===== src/rtl/arb_mux_n_to_1.sv =====
// rtl/arb_mux_n_to_1.sv - round-robin, packet-locking N:1 stream mux with registered output
module arb_mux_n_to_1 #(
  parameter int N = 8,
  parameter int W = 8
) (
  input  logic                 clk,
  input  logic                 rst_n,
  input  logic [N-1:0]         in_valid,
  input  logic [N*W-1:0]       in_data,
  input  logic [N-1:0]         in_last,
  output logic [N-1:0]         in_ready,
  output logic                 out_valid,
  output logic [W-1:0]         out_data,
  output logic                 out_last,
  output logic [$clog2(N)-1:0] out_sel,
  input  logic                 out_ready
);

  localparam int SW = $clog2(N);

  typedef enum logic {
    ST_IDLE   = 1'b0,
    ST_LOCKED = 1'b1
  } state_t;

  state_t        state;
  state_t        state_nxt;
  logic [SW-1:0] rr_ptr;
  logic [SW-1:0] rr_ptr_nxt;
  logic [SW-1:0] lock_idx;
  logic [SW-1:0] lock_idx_nxt;

  logic [SW-1:0] gnt_idx;
  logic          gnt_found;
  logic [W-1:0]  gnt_data;
  logic          gnt_last;
  logic          load_en;
  logic          xfer;
  int            scan_idx;
  logic [SW-1:0] cand;

  // Candidate lane: the locked lane mid-packet, else first valid lane at or after rr_ptr (wrapping)
  always_comb begin
    gnt_idx   = rr_ptr;
    gnt_found = 1'b0;
    scan_idx  = 0;
    cand      = '0;
    if (state == ST_LOCKED) begin
      gnt_idx   = lock_idx;
      gnt_found = in_valid[lock_idx];
    end else begin
      for (int k = 0; k < N; k++) begin
        scan_idx = int'(rr_ptr) + k;
        if (scan_idx >= N) begin
          scan_idx = scan_idx - N;
        end
        cand = SW'(scan_idx);
        if (!gnt_found && in_valid[cand]) begin
          gnt_found = 1'b1;
          gnt_idx   = cand;
        end
      end
    end
  end

  // Handshake: the output register may take a beat when empty or draining this cycle
  always_comb begin
    gnt_data = in_data[gnt_idx*W +: W];
    gnt_last = in_last[gnt_idx];
    load_en  = !out_valid || out_ready;
    xfer     = rst_n && load_en && gnt_found;
    in_ready = xfer ? (N'(1) << gnt_idx) : '0;
  end

  // Arbiter next state: lock on a non-last beat, release and advance rr_ptr on a last beat
  always_comb begin
    state_nxt    = state;
    rr_ptr_nxt   = rr_ptr;
    lock_idx_nxt = lock_idx;
    if (xfer) begin
      if (gnt_last) begin
        state_nxt  = ST_IDLE;
        rr_ptr_nxt = (gnt_idx == SW'(N-1)) ? '0 : gnt_idx + SW'(1);
      end else begin
        state_nxt    = ST_LOCKED;
        lock_idx_nxt = gnt_idx;
      end
    end
  end

  // Arbiter state register
  always_ff @(posedge clk) begin
    if (!rst_n) begin
      state    <= ST_IDLE;
      rr_ptr   <= '0;
      lock_idx <= '0;
    end else begin
      state    <= state_nxt;
      rr_ptr   <= rr_ptr_nxt;
      lock_idx <= lock_idx_nxt;
    end
  end

  // Output register: load on input transfer, empty on drain without refill, otherwise hold
  always_ff @(posedge clk) begin
    if (!rst_n) begin
      out_valid <= 1'b0;
      out_data  <= '0;
      out_last  <= 1'b0;
      out_sel   <= '0;
    end else if (xfer) begin
      out_valid <= 1'b1;
      out_data  <= gnt_data;
      out_last  <= gnt_last;
      out_sel   <= gnt_idx;
    end else if (out_ready) begin
      out_valid <= 1'b0;
    end
  end

endmodule


===== config.mk =====
export PLATFORM = sky130hd
export DESIGN_NAME = arb_mux_n_to_1
export DESIGN_NICKNAME = d
export VERILOG_FILES = /design/src/rtl/arb_mux_n_to_1.sv
export SDC_FILE = /design/constraint.sdc
export NUM_CORES = 1
export LEC_CHECK = 0
export CORE_MARGIN = 2
export CORE_UTILIZATION = 35
export CTS_BUF_LIST = sky130_fd_sc_hd__clkbuf_16
export DETAILED_ROUTE_END_ITERATION = 8
export DONT_BUFFER_PORTS = 1
export MAX_ROUTING_LAYER = met4
export PLACE_DENSITY = 0.62
export SYNTH_ARGS = -nofsm -noshare
export SYNTH_HDL_FRONTEND = slang
export SYNTH_SLANG_ARGS = --single-unit

===== constraint.sdc =====
create_clock -name clk -period 4.4 [get_ports clk]
set_input_delay 0.22 -clock clk [delete_from_list [all_inputs] [get_ports clk]]
set_output_delay 0.22 -clock clk [all_outputs]
set_load 0.005 [all_outputs]

== After elaboration in Yosys (flattened, before gate mapping) ==
Index checks and enable logic that the tools add are counted.

* Flip-flop bits (word level): 20
* Input port bits: 83
* Output and inout port bits: 21

* Mux-type cells: 66
* Add/subtract/negate cells: 16
* Equal/unequal tests: 1
* Reduce and logical (&&, ||, !) cells: 21
* Magnitude comparators: 18
* Bitwise logic cells: 1
* Shift operators: 2

{| class="wikitable"
|+ Operators with widths
! kind !! number
|-
| $mux W3 || 26
|-
| $shiftx A64 B7 Y8 || 1
|-
| $lt A3 B4 Y1 const B || 10
|-
| $bmux W1 S3 || 10
|-
| $mux W1 || 29
|-
| $ge A4 B4 Y1 const B || 7
|-
| $sub A3 B1 Y3 const B || 8
|-
| $add A3 B3 Y4 const B || 4
|-
| $logic_and A1 B1 Y1 || 9
|-
| $add A3 B2 Y4 const B || 2
|-
| $logic_not A1 Y1 || 8
|-
| $mux W8 || 1
|-
| $shl A1 B3 Y8 const A || 1
|-
| $add A3 B1 Y4 const B || 1
|-
| $ge A3 B4 Y1 const B || 1
|-
| $reduce_and A2 Y1 || 2
|-
| $add A3 B1 Y3 const B || 1
|-
| $eq A3 B3 Y1 const B || 1
|-
| $reduce_bool A2 Y1 || 1
|-
| $logic_or A1 B1 Y1 || 1
|-
| $not A1 Y1 || 1
|}

== Depth between registers and ports, before layout ==
Gate-level depths: netlist of run 1.

* Depth in word-level cells: 39
* Mapped depth: 17

== Worst setup path after synthesis of run 1 ==
No wires, ideal clock.

* Path type: register to output
* Start point: register rr_ptr[1]
* End point: output port in_ready[7]
* Stages on the path, launching flop included: 16
* Data required time: 4180 ps
* Buffers on the path: 3
* Setup slack: -21 ps
* Arrival: 4201 ps
* Cells stage by stage: dfxtp_1 buf_1 inv_1 ha_1 mux2_1 mux4_2 o22ai_1 a41o_1 o221a_1 o21ai_2 inv_2 buf_2 buf_1 ha_1 ha_1 and2_1

* Longest elaborated chain between the ends: 37
* Elaborated cells between the ends (all ways): 97

{| class="wikitable"
|+ Ends and longest elaborated chain
! item !! RTL line !! text
|-
| start: declaration || 28 || <nowiki>logic [SW-1:0] rr_ptr;</nowiki>
|-
| start signal: assignment || 99 || <nowiki>rr_ptr <= rr_ptr_nxt;</nowiki>
|-
| parallel branches: the longest is 33 deep, another holds $add A3 B1 Y4 || -- ||
|-
| $mux W3 (*) || 58 || <nowiki>if (!gnt_found && in_valid[cand]) begin</nowiki>
|-
| $mux W3 (*) || 48 || <nowiki>if (state == ST_LOCKED) begin</nowiki>
|-
| named net gnt_idx[1] || 33 || <nowiki>logic [SW-1:0] gnt_idx;</nowiki>
|-
| $shl A1 B3 Y8 (*) || 72 || <nowiki>in_ready = xfer ? (N'(1) << gnt_idx) : '0;</nowiki>
|-
| $mux W8 (*) || 72 ||
|-
| end: declaration || 11 || <nowiki>output logic [N-1:0] in_ready,</nowiki>
|}

Mark *: on every way through the listed nets, which the timed path passes. The select of a mux whose other input is x is not followed.

== Worst setup path in the final report of run 1 ==
* Start point: register rr_ptr[0]
* End point: output port in_ready[7]

* Longest elaborated chain between the ends: 37
* Elaborated cells between the ends (all ways): 97

{| class="wikitable"
|+ Ends and longest elaborated chain
! item !! RTL line
|-
| parallel branches: the longest is 36 deep, another holds $add A3 B1 Y4 || --
|-
| $mux W8 (*) || 72
|}

Every way passes the cells marked *. The select of a mux whose other input is x is not followed.

==> Flow_metrics.wiki, run 1 <==
{| class="wikitable"
! Metric !! Value
|-
| Run status || complete, no violations
|-
| Worst hold path depth || 1
|-
| Initial cell density of the core || 0.358
|-
| Clock latency at the later pin of the worst-skew pair || roughly 0.25 ns
|-
| Post-CTS clock slew at the launch and capture registers of the worst setup and hold paths || 0.05 ns
|-
| Comb power frac || 0.800
|-
| Antenna violations before repair || 0
|-
| Library cell occupying the most area in the post-synthesis netlist || dfxtp_1
|-
| CTS max path bufs || 2
|-
| Port Buf Inserts || 0
|-
| Post-DP HPWL || roughly 6400 microns
|-
| Synth area leaders || dfxtp_1 14%, o211ai_1 13%, mux4_2 11%, mux2_1 7.7%, mux2i_1 7.5%
|-
| CTS Hold Bufs || 0
|-
| Routed length per placed instance || between 20 and 25 microns
|-
| Final estimated routing congestion in global placement || around 0.92
|-
| Worst Setup Start Kind || flop
|-
| Floorplan die area || a little over 9000 sq um
|-
| Count leader, synth || o211ai_1
|-
| Cell at the root of the clock tree || clkbuf_16
|-
| Final total negative setup slack || 0 ns
|-
| Count of different cell masters after synthesis || 60
|-
| Ratio of total power to cell area || about 800 nW/um^2
|-
| RR Startpoint || rr_ptr[0]
|-
| Wire length of the first global-routing pass || around 13000 microns
|-
| Final count of negative-setup-slack endpoints || 0
|-
| Violation count after the first detailed-route iteration || between 200 and 250
|-
| Switch Pwr || ~1.3 mW
|-
| Hold_sp || rst_n
|-
| Vias after detailed routing || 2710
|-
| Mapped Cells || 341
|-
| Endpoint of the worst hold-timing path || out_valid
|-
| Critical path required time || roughly 4.2 ns
|-
| Net switching share of the total power || 0.518
|-
| Slack of the worst reg-to-reg path || ~0.34 ns
|-
| Cell family with most CP delay || compound AO/OA/AOI/OAI gates
|-
| Placed cell area || approximately 3000 sq um
|-
| Site row count || 33
|-
| CTS tree || built
|-
| Max-Slew Margin vs Limit || 0.542
|-
| Buffering stage count on the worst path with inverters included || 2
|-
| Reported max-cap violation count || 0
|-
| Post-route cell area || about 3100 sq um
|-
| Max incr delay on CP || 0.55 ns
|-
| Commonest register cell after synthesis || dfxtp_1
|-
| Share of synthesized registers carrying an async set or reset || 0
|-
| Clk network pwr share || 0.073
|-
| Critical path data arrival time || slightly below 4 ns
|-
| Depth of the worst register-to-register path || 12
|-
| Area grow syn2layout || 5.61%
|-
| Peak supply drop || between 300 and 400 uV
|-
| CP Max Fanout || 21
|-
| Count of flip-flops with a built-in enable after synthesis || 0
|-
| Die width || ~95 microns
|-
| H-tree Lvls || 1
|-
| Die Span Y || 95.4 microns
|-
| Setup repair after global routing missed its margin || false
|-
| Post-layout utilization of the core || 0.378
|-
| Nets@finish || approximately 420
|-
| Total clock buffers created by CTS || 3
|-
| End of the worst register-to-register path || rr_ptr[2]
|-
| Final-report max-slew violation count || 0
|-
| Number of buffers inserted to repair setup after CTS || 0
|-
| Synthesized netlist net count || 432
|-
| Number of antenna cells inserted || 0
|-
| Netlist area before placement || around 3000 sq um
|-
| Yosys top cell area share || 0.137
|-
| Worst hold slack across all endpoints || 0.0966 ns
|-
| Post-Synthesis Mean Instance Area || between 8 and 9 sq um
|-
| Cell leakage power || between 1 and 1.5 nW
|-
| Final count of hold timing violations || 0
|-
| Portion of the post-synthesis area used by sequential elements || 0.137
|-
| First-pass detailed-route iteration total || 4
|-
| Worst Hold Class || input pin to flop
|-
| Most frequent cells after synthesis || 50 x o211ai_1, 22 x inv_1, 22 x mux2i_1
|-
| Kind of critical path || flop to output pin
|-
| Final Routed Wirelength || 8690 microns
|-
| DRC violations left || 0
|-
| Final period demand of the worst path || 4.18 ns
|-
| Total congestion overflow || 0
|-
| Crit-path cells || inv_2 > ha_2 > mux2_1 > mux4_2 > o22a_1 > o32a_1 > o22ai_1 > o21ai_2 > inv_2 > ha_1 > ha_1 > and2_1
|-
| Capturing element type of the critical path || output pin
|-
| Post-DRT Antenna Nets || 0
|-
| Core ar. || 8180 sq um
|-
| Average via count per standard cell || between 6 and 7
|-
| Share of post-route cells with drive strength above 1 || 0.144
|-
| Clock sink count || 20
|-
| Post-route clock skew || ~0.0027 ns
|-
| Fraction of the cycle the final worst path needs || 0.951
|-
| Max Clk Rate || 0.239 GHz
|-
| Critical Path Slowest Stage Cell || mux4_2
|-
| Vias in the first global route || approximately 2600
|-
| Worst Max-Slew Pin Slew || roughly 0.69 ns
|-
| Int Pwr || 1.19 mW
|-
| Largest net degree at the start of global routing || 29
|-
| Power share of the sequential group || 0.127
|-
| Total number of yosys warnings || 0
|-
| Flip-flop and latch count after synthesis || 20
|-
| Gr usage total || 0.193
|-
| I/O pin count || 104
|}
==> repair_timing <==
action                                 in CTS  in global routing
resized for setup                           0                  4
endpoints found under the hold margin       0                  0
setup endpoints to repair                   0                  9
==> layout by cell type, fill, tap and decap left out, drive strengths merged, types with 3 or more instances in the layout <==
master  synthesis  final
nor3            3      3
inv            24     24
clkbuf         16      3
o22ai           3      3
nand2          20     20
mux2i          25     25
and2            5      5
o21a            3      3
a221oi          3      3
nand2b          8      8
mux2           25     25
a22oi           3      3
and3           13     13
a21oi           7      7
o211ai         50     50
o211a           4      4
nor2b           5      5
a31oi           9      9
nand3           6      6
o21ai          13     13
buf            13     11
ha              8      8
xnor2           3      3
mux4           14     14
dfxtp          20     20
nor2            8      8
==> kinds of logic after synthesis <==
| kind of cell | synth area share |
|---|---|
| DFF | 0.137 |
| AOI/OAI and AO/OA | 0.299 |
| xor gates and xnor gates | 0.0146 |
| and+or+nand+nor | 0.135 |
| buffers and inverters | 0.0843 |
| muxes | 0.297 |
| adders and majority gates | 0.0342 |
==> registers in the layout, indices dropped and copies added (netlist names) <==
register   cells
out_valid      1
out_last       1
out_sel        3
rr_ptr         3
out_data       8
state          1
lock_idx       3
==> routing by layer <==
layer  share of wire  routed length (microns)  GRT usage  vias to the layer above
li1                -                        -          -                     1295
met1            0.42                     3650      0.240                     1289
met2            0.50                     4300      0.325                      120
met3           0.077                      666     0.0379                        6
met4          0.0083                       72     0.0440                        0
met5               0                        0          -                        -
==> how the worst max path moves through the flow <==
stage | start | end | slack (ns) | cells past startpoint
final | rr_ptr[0] | in_ready[7] | 0.22 | 12
after floorplan | rr_ptr[1] | in_ready[7] | 0.04 | 14
after detailed placement | rr_ptr[0] | lock_idx[1] | 0.13 | 13
after global routing | rr_ptr[0] | in_ready[7] | 0.04 | 12
after CTS | rr_ptr[0] | in_ready[7] | 0.11 | 13
after global placement | rr_ptr[0] | lock_idx[0] | 0.28 | 13
==> metrics by stage <==
step	setup slack, ns	cells	power (mW)
after floorplan	0.0388	341	1.89
after global placement	0.285	428	2.23
after detailed placement	0.130	428	2.26
after CTS	0.107	431	2.45
after global routing	0.0371	431	2.68
final	0.216	431	2.47
==> cell type report <==
cell class	instances	area (sq um)
clock buffer	3	75.1
inverter	25	95.1
timing repair buffer	11	82.6
sequential	20	400
multi-input combinational	267	2300
fill	850	5090
tap	105	131
==> power by group through the flow <==
stage	logic [mW]	registers, mW	clock network [mW]
floorplan	1.60	0.283	0
global placement	1.91	0.317	0
detailed placement	1.94	0.317	0
CTS	1.95	0.314	0.189
global route	2.16	0.321	0.192
finish	1.98	0.313	0.181
No activity file was read; power rests on OpenSTA's default activity.
==> run 2: changes to the inputs <==
Settings changed: ABC_AREA set to 1.
==> run 2 against run 1 <==
Core utilization fell by 0.056 points. Clock power up 3%. Count of clock-buffer cells in the layout stayed put. Worst setup slack improved by 0.36 ns. Die area is 11% lower. Combinational power rose by 24%. Critical endpoint is now in_ready[2]. Largest cell class unchanged.
==> Flow_metrics.wiki, run 2 <==
{| class="wikitable"
! Metric !! Value
|-
| Average via count per standard cell || slightly above 5
|-
| Vias in the first global route || approximately 2700
|-
| Depth of the worst register-to-register path || 22
|-
| RR Startpoint || rr_ptr[1]
|-
| Post-DP HPWL || a little over 6000 microns
|-
| DRC violations left || 0
|-
| Multiplexer share of the synthesized area || 0
|-
| Violation count after the first detailed-route iteration || around 150
|-
| Antenna violations before repair || 0
|-
| Post-layout utilization of the core || 0.377
|-
| First-pass detailed-route iteration total || 4
|-
| Simple-gate share of the synthesized area || 0.618
|-
| Dpl cells || around 550
|-
| Netlist area before placement || 2570 sq um
|-
| Synthesized netlist net count || about 560
|-
| CTS tree || built
|-
| Cell at the root of the clock tree || clkbuf_16
|-
| Final period demand of the worst path || between 3 and 4 ns
|-
| Post-DRT Antenna Nets || 0
|-
| Flip-flop and latch count after synthesis || 20
|-
| Vias after detailed routing || roughly 2900
|-
| Post-CTS clock slew at the launch and capture registers of the worst setup and hold paths || 0.05 ns
|-
| Commonest non-fill, non-tap cell in the layout || nand2_1
|-
| Buffering stage count on the worst path with inverters included || 7
|-
| Adder and majority cell fraction of the synthesized area || 0.0389
|-
| Capturing element type of the critical path || output pin
|-
| Core ar. || 7180 sq um
|-
| CTS max path bufs || 2
|-
| Final Routed Wirelength || 7790 microns
|-
| Share of post-route cells with drive strength above 1 || 0.0980
|-
| Reported max-cap violation count || 0
|-
| Library cell occupying the most area in the post-synthesis netlist || nand2_1
|-
| Worst hold slack across all endpoints || between 0.09 and 0.1 ns
|-
| Total clock buffers created by CTS || 3
|-
| Worst hold path depth || 2
|-
| Worst Hold Class || input pin to flop
|-
| Post-Synthesis Mean Instance Area || 5.50 sq um
|-
| Run status || complete, no violations
|-
| Cell leakage power || about 1.4 nW
|-
| Count leader, synth || nand2_1
|-
| Area grow syn2layout || 5.15%
|-
| Max-Slew Margin vs Limit || 0.657
|-
| Yosys top cell area share || 0.252
|-
| Clock latency at the later pin of the worst-skew pair || roughly 0.25 ns
|-
| Worst Max-Slew Pin Slew || about 0.51 ns
|-
| Clock sink count || 20
|-
| Fraction of the cycle the final worst path needs || 0.870
|-
| Crit-path cells || buf_4 > inv_1 > ha_1 > inv_1 > nand3_1 > nand2_1 > inv_1 > a21oi_1 > inv_2 > nor2_4 > nand4_1 > nand3_4 > nand2_4 > inv_2 > ha_1 > inv_1 > nor3_1
|-
| Placed cell area || about 2600 sq um
|-
| Wire length of the first global-routing pass || 12600 microns
|-
| Nets@finish || 551
|-
| Top register by number of flip-flops || out_data
|-
| Floorplan die area || slightly above 8000 sq um
|-
| Xor and xnor fraction of the mapped netlist area || 0.00972
|-
| Largest net degree at the start of global routing || 38
|-
| Final estimated routing congestion in global placement || roughly 0.96
|-
| Worst Setup Start Kind || flop
|-
| Max Clk Rate || between 0.2 and 0.3 GHz
|-
| Final total negative setup slack || 0 ns
|-
| Count of flip-flops with a built-in enable after synthesis || 0
|-
| I/O pin count || ~100
|-
| Post-route clock skew || roughly 0.0052 ns
|-
| Most used cells in the layout excluding fill and tap cells || 173 x nand2_1, 102 x nand3_1, 42 x inv_1
|-
| Slack of the critical path || between 0.5 and 0.6 ns
|-
| Worst setup timing slack at the placement stage || around 0.84 ns
|-
| Total number of yosys warnings || 0
|-
| Initial cell density of the core || 0.359
|-
| Cell family with most CP delay || buffers and inverters
|-
| Total congestion overflow || 0
|-
| Die width || 89.8 microns
|-
| Number of antenna cells inserted || 0
|-
| Mapped Cells || 468
|-
| Number of fillers in the final layout || around 810
|-
| Critical Path Slowest Stage Cell || inv_2
|-
| Slack of the worst reg-to-reg path || 0.85 ns
|-
| H-tree Lvls || 1
|-
| End of the worst register-to-register path || out_last
|-
| Gr usage total || 0.193
|-
| Routed length per placed instance || 14.0 microns
|-
| Endpoint of the worst hold-timing path || rr_ptr[2]
|-
| CTS Hold Bufs || 0
|-
| Peak supply drop || roughly 570 uV
|-
| Complex-gate fraction of the synthesized area || 0.0530
|-
| Non-filler cells, final || between 500 and 600
|-
| Ratio of total power to cell area || 1100 nW/um^2
|-
| Site row count || 31
|-
| Share of synthesized registers carrying an async set or reset || 0
|-
| Setup repair after global routing missed its margin || false
|-
| Portion of the post-synthesis area used by sequential elements || 0.156
|-
| Post-cts sizing count || 0
|-
| Count of different cell masters after synthesis || 34
|-
| Port Buf Inserts || 0
|-
| Commonest register cell after synthesis || dfxtp_1
|-
| Storage cell area || approximately 400 sq um
|-
| Critical path required time || between 4 and 5 ns
|-
| Hold_sp || rst_n
|-
| Most common cell type on the critical path || inv_1
|-
| Most frequent cells after synthesis || 173 x nand2_1, 102 x nand3_1, 42 x inv_1
|-
| Largest family of logic cells by synthesized area || simple AND/OR/NAND/NOR gates
|-
| Final-report max-slew violation count || 0
|-
| Number of buffers inserted to repair setup after CTS || 0
|-
| Area of combinational cells with multiple inputs || between 1500 and 2000 sq um
|-
| Post-route cell area || ~2700 sq um
|-
| Critical path data arrival time || ~3.6 ns
|-
| Die Span Y || ~90 microns
|-
| Tot Pwr || about 3 mW
|-
| Number of flip-flops in the largest register || 8
|-
| Synth area leaders || nand2_1 25%, nand3_1 20%, dfxtp_1 16%, inv_1 6.1%, nor2_1 4.5%
|-
| Kind of critical path || flop to output pin
|-
| CP Max Fanout || 34
|-
| Max incr delay on CP || 0.40 ns
|-
| Final count of negative-setup-slack endpoints || 0
|-
| Final count of hold timing violations || 0
|}
[run 2: how the worst max path moves through the flow]
stage          startpoint           to  slack [ns]  depth (start not counted)
2_1_floorplan   rr_ptr[1]    rr_ptr[2]        1.22                         21
3_3_place_gp    rr_ptr[1]  in_ready[6]        0.87                         17
3_5_place_dp    rr_ptr[1]  in_ready[2]        0.84                         17
4_1_cts         rr_ptr[1]  in_ready[2]        0.55                         17
5_1_grt         rr_ptr[1]  in_ready[4]        0.24                         17
6_report        rr_ptr[1]  in_ready[2]        0.57                         17
[run 2: final cells by class]
type | instances | share of cell area
inverters | 53 | 0.0735
clock buffers | 3 | 0.0277
flip-flops and latches | 20 | 0.148
well taps | 99 | 0.0458
clock inverters | 1 | 0.00139
repair buffers | 7 | 0.0194
multi-input cells | 375 | 0.684
[run 2: cells by family (layout without fill, tap and decap cells)]
family,count (synthesis),after routing
adders and majority gates,8,8
AOI/OAI and AO/OA,20,20
and+or+nand+nor,345,345
buffers and inverters,73,64
xor gates and xnor gates,2,2
DFF,20,20
[run 2: layer usage]
| layer | vias up | global-route usage | routed length, microns |
|---|---|---|---|
| met5 | - | - | 0 |
| met4 | 0 | 0.0423 | 76 |
| met3 | 6 | 0.0201 | 499 |
| met2 | 98 | 0.352 | 3930 |
| met1 | 1300 | 0.231 | 3280 |
| li1 | 1490 | - | - |
[run 2: where the power goes]
| group | switching, mW | total [mW] | internal, mW |
|---|---|---|---|
| Sequential | 0.0759 | 0.337 | 0.261 |
| Combinational | 1.69 | 2.46 | 0.773 |
| Clock | 0.0659 | 0.187 | 0.121 |
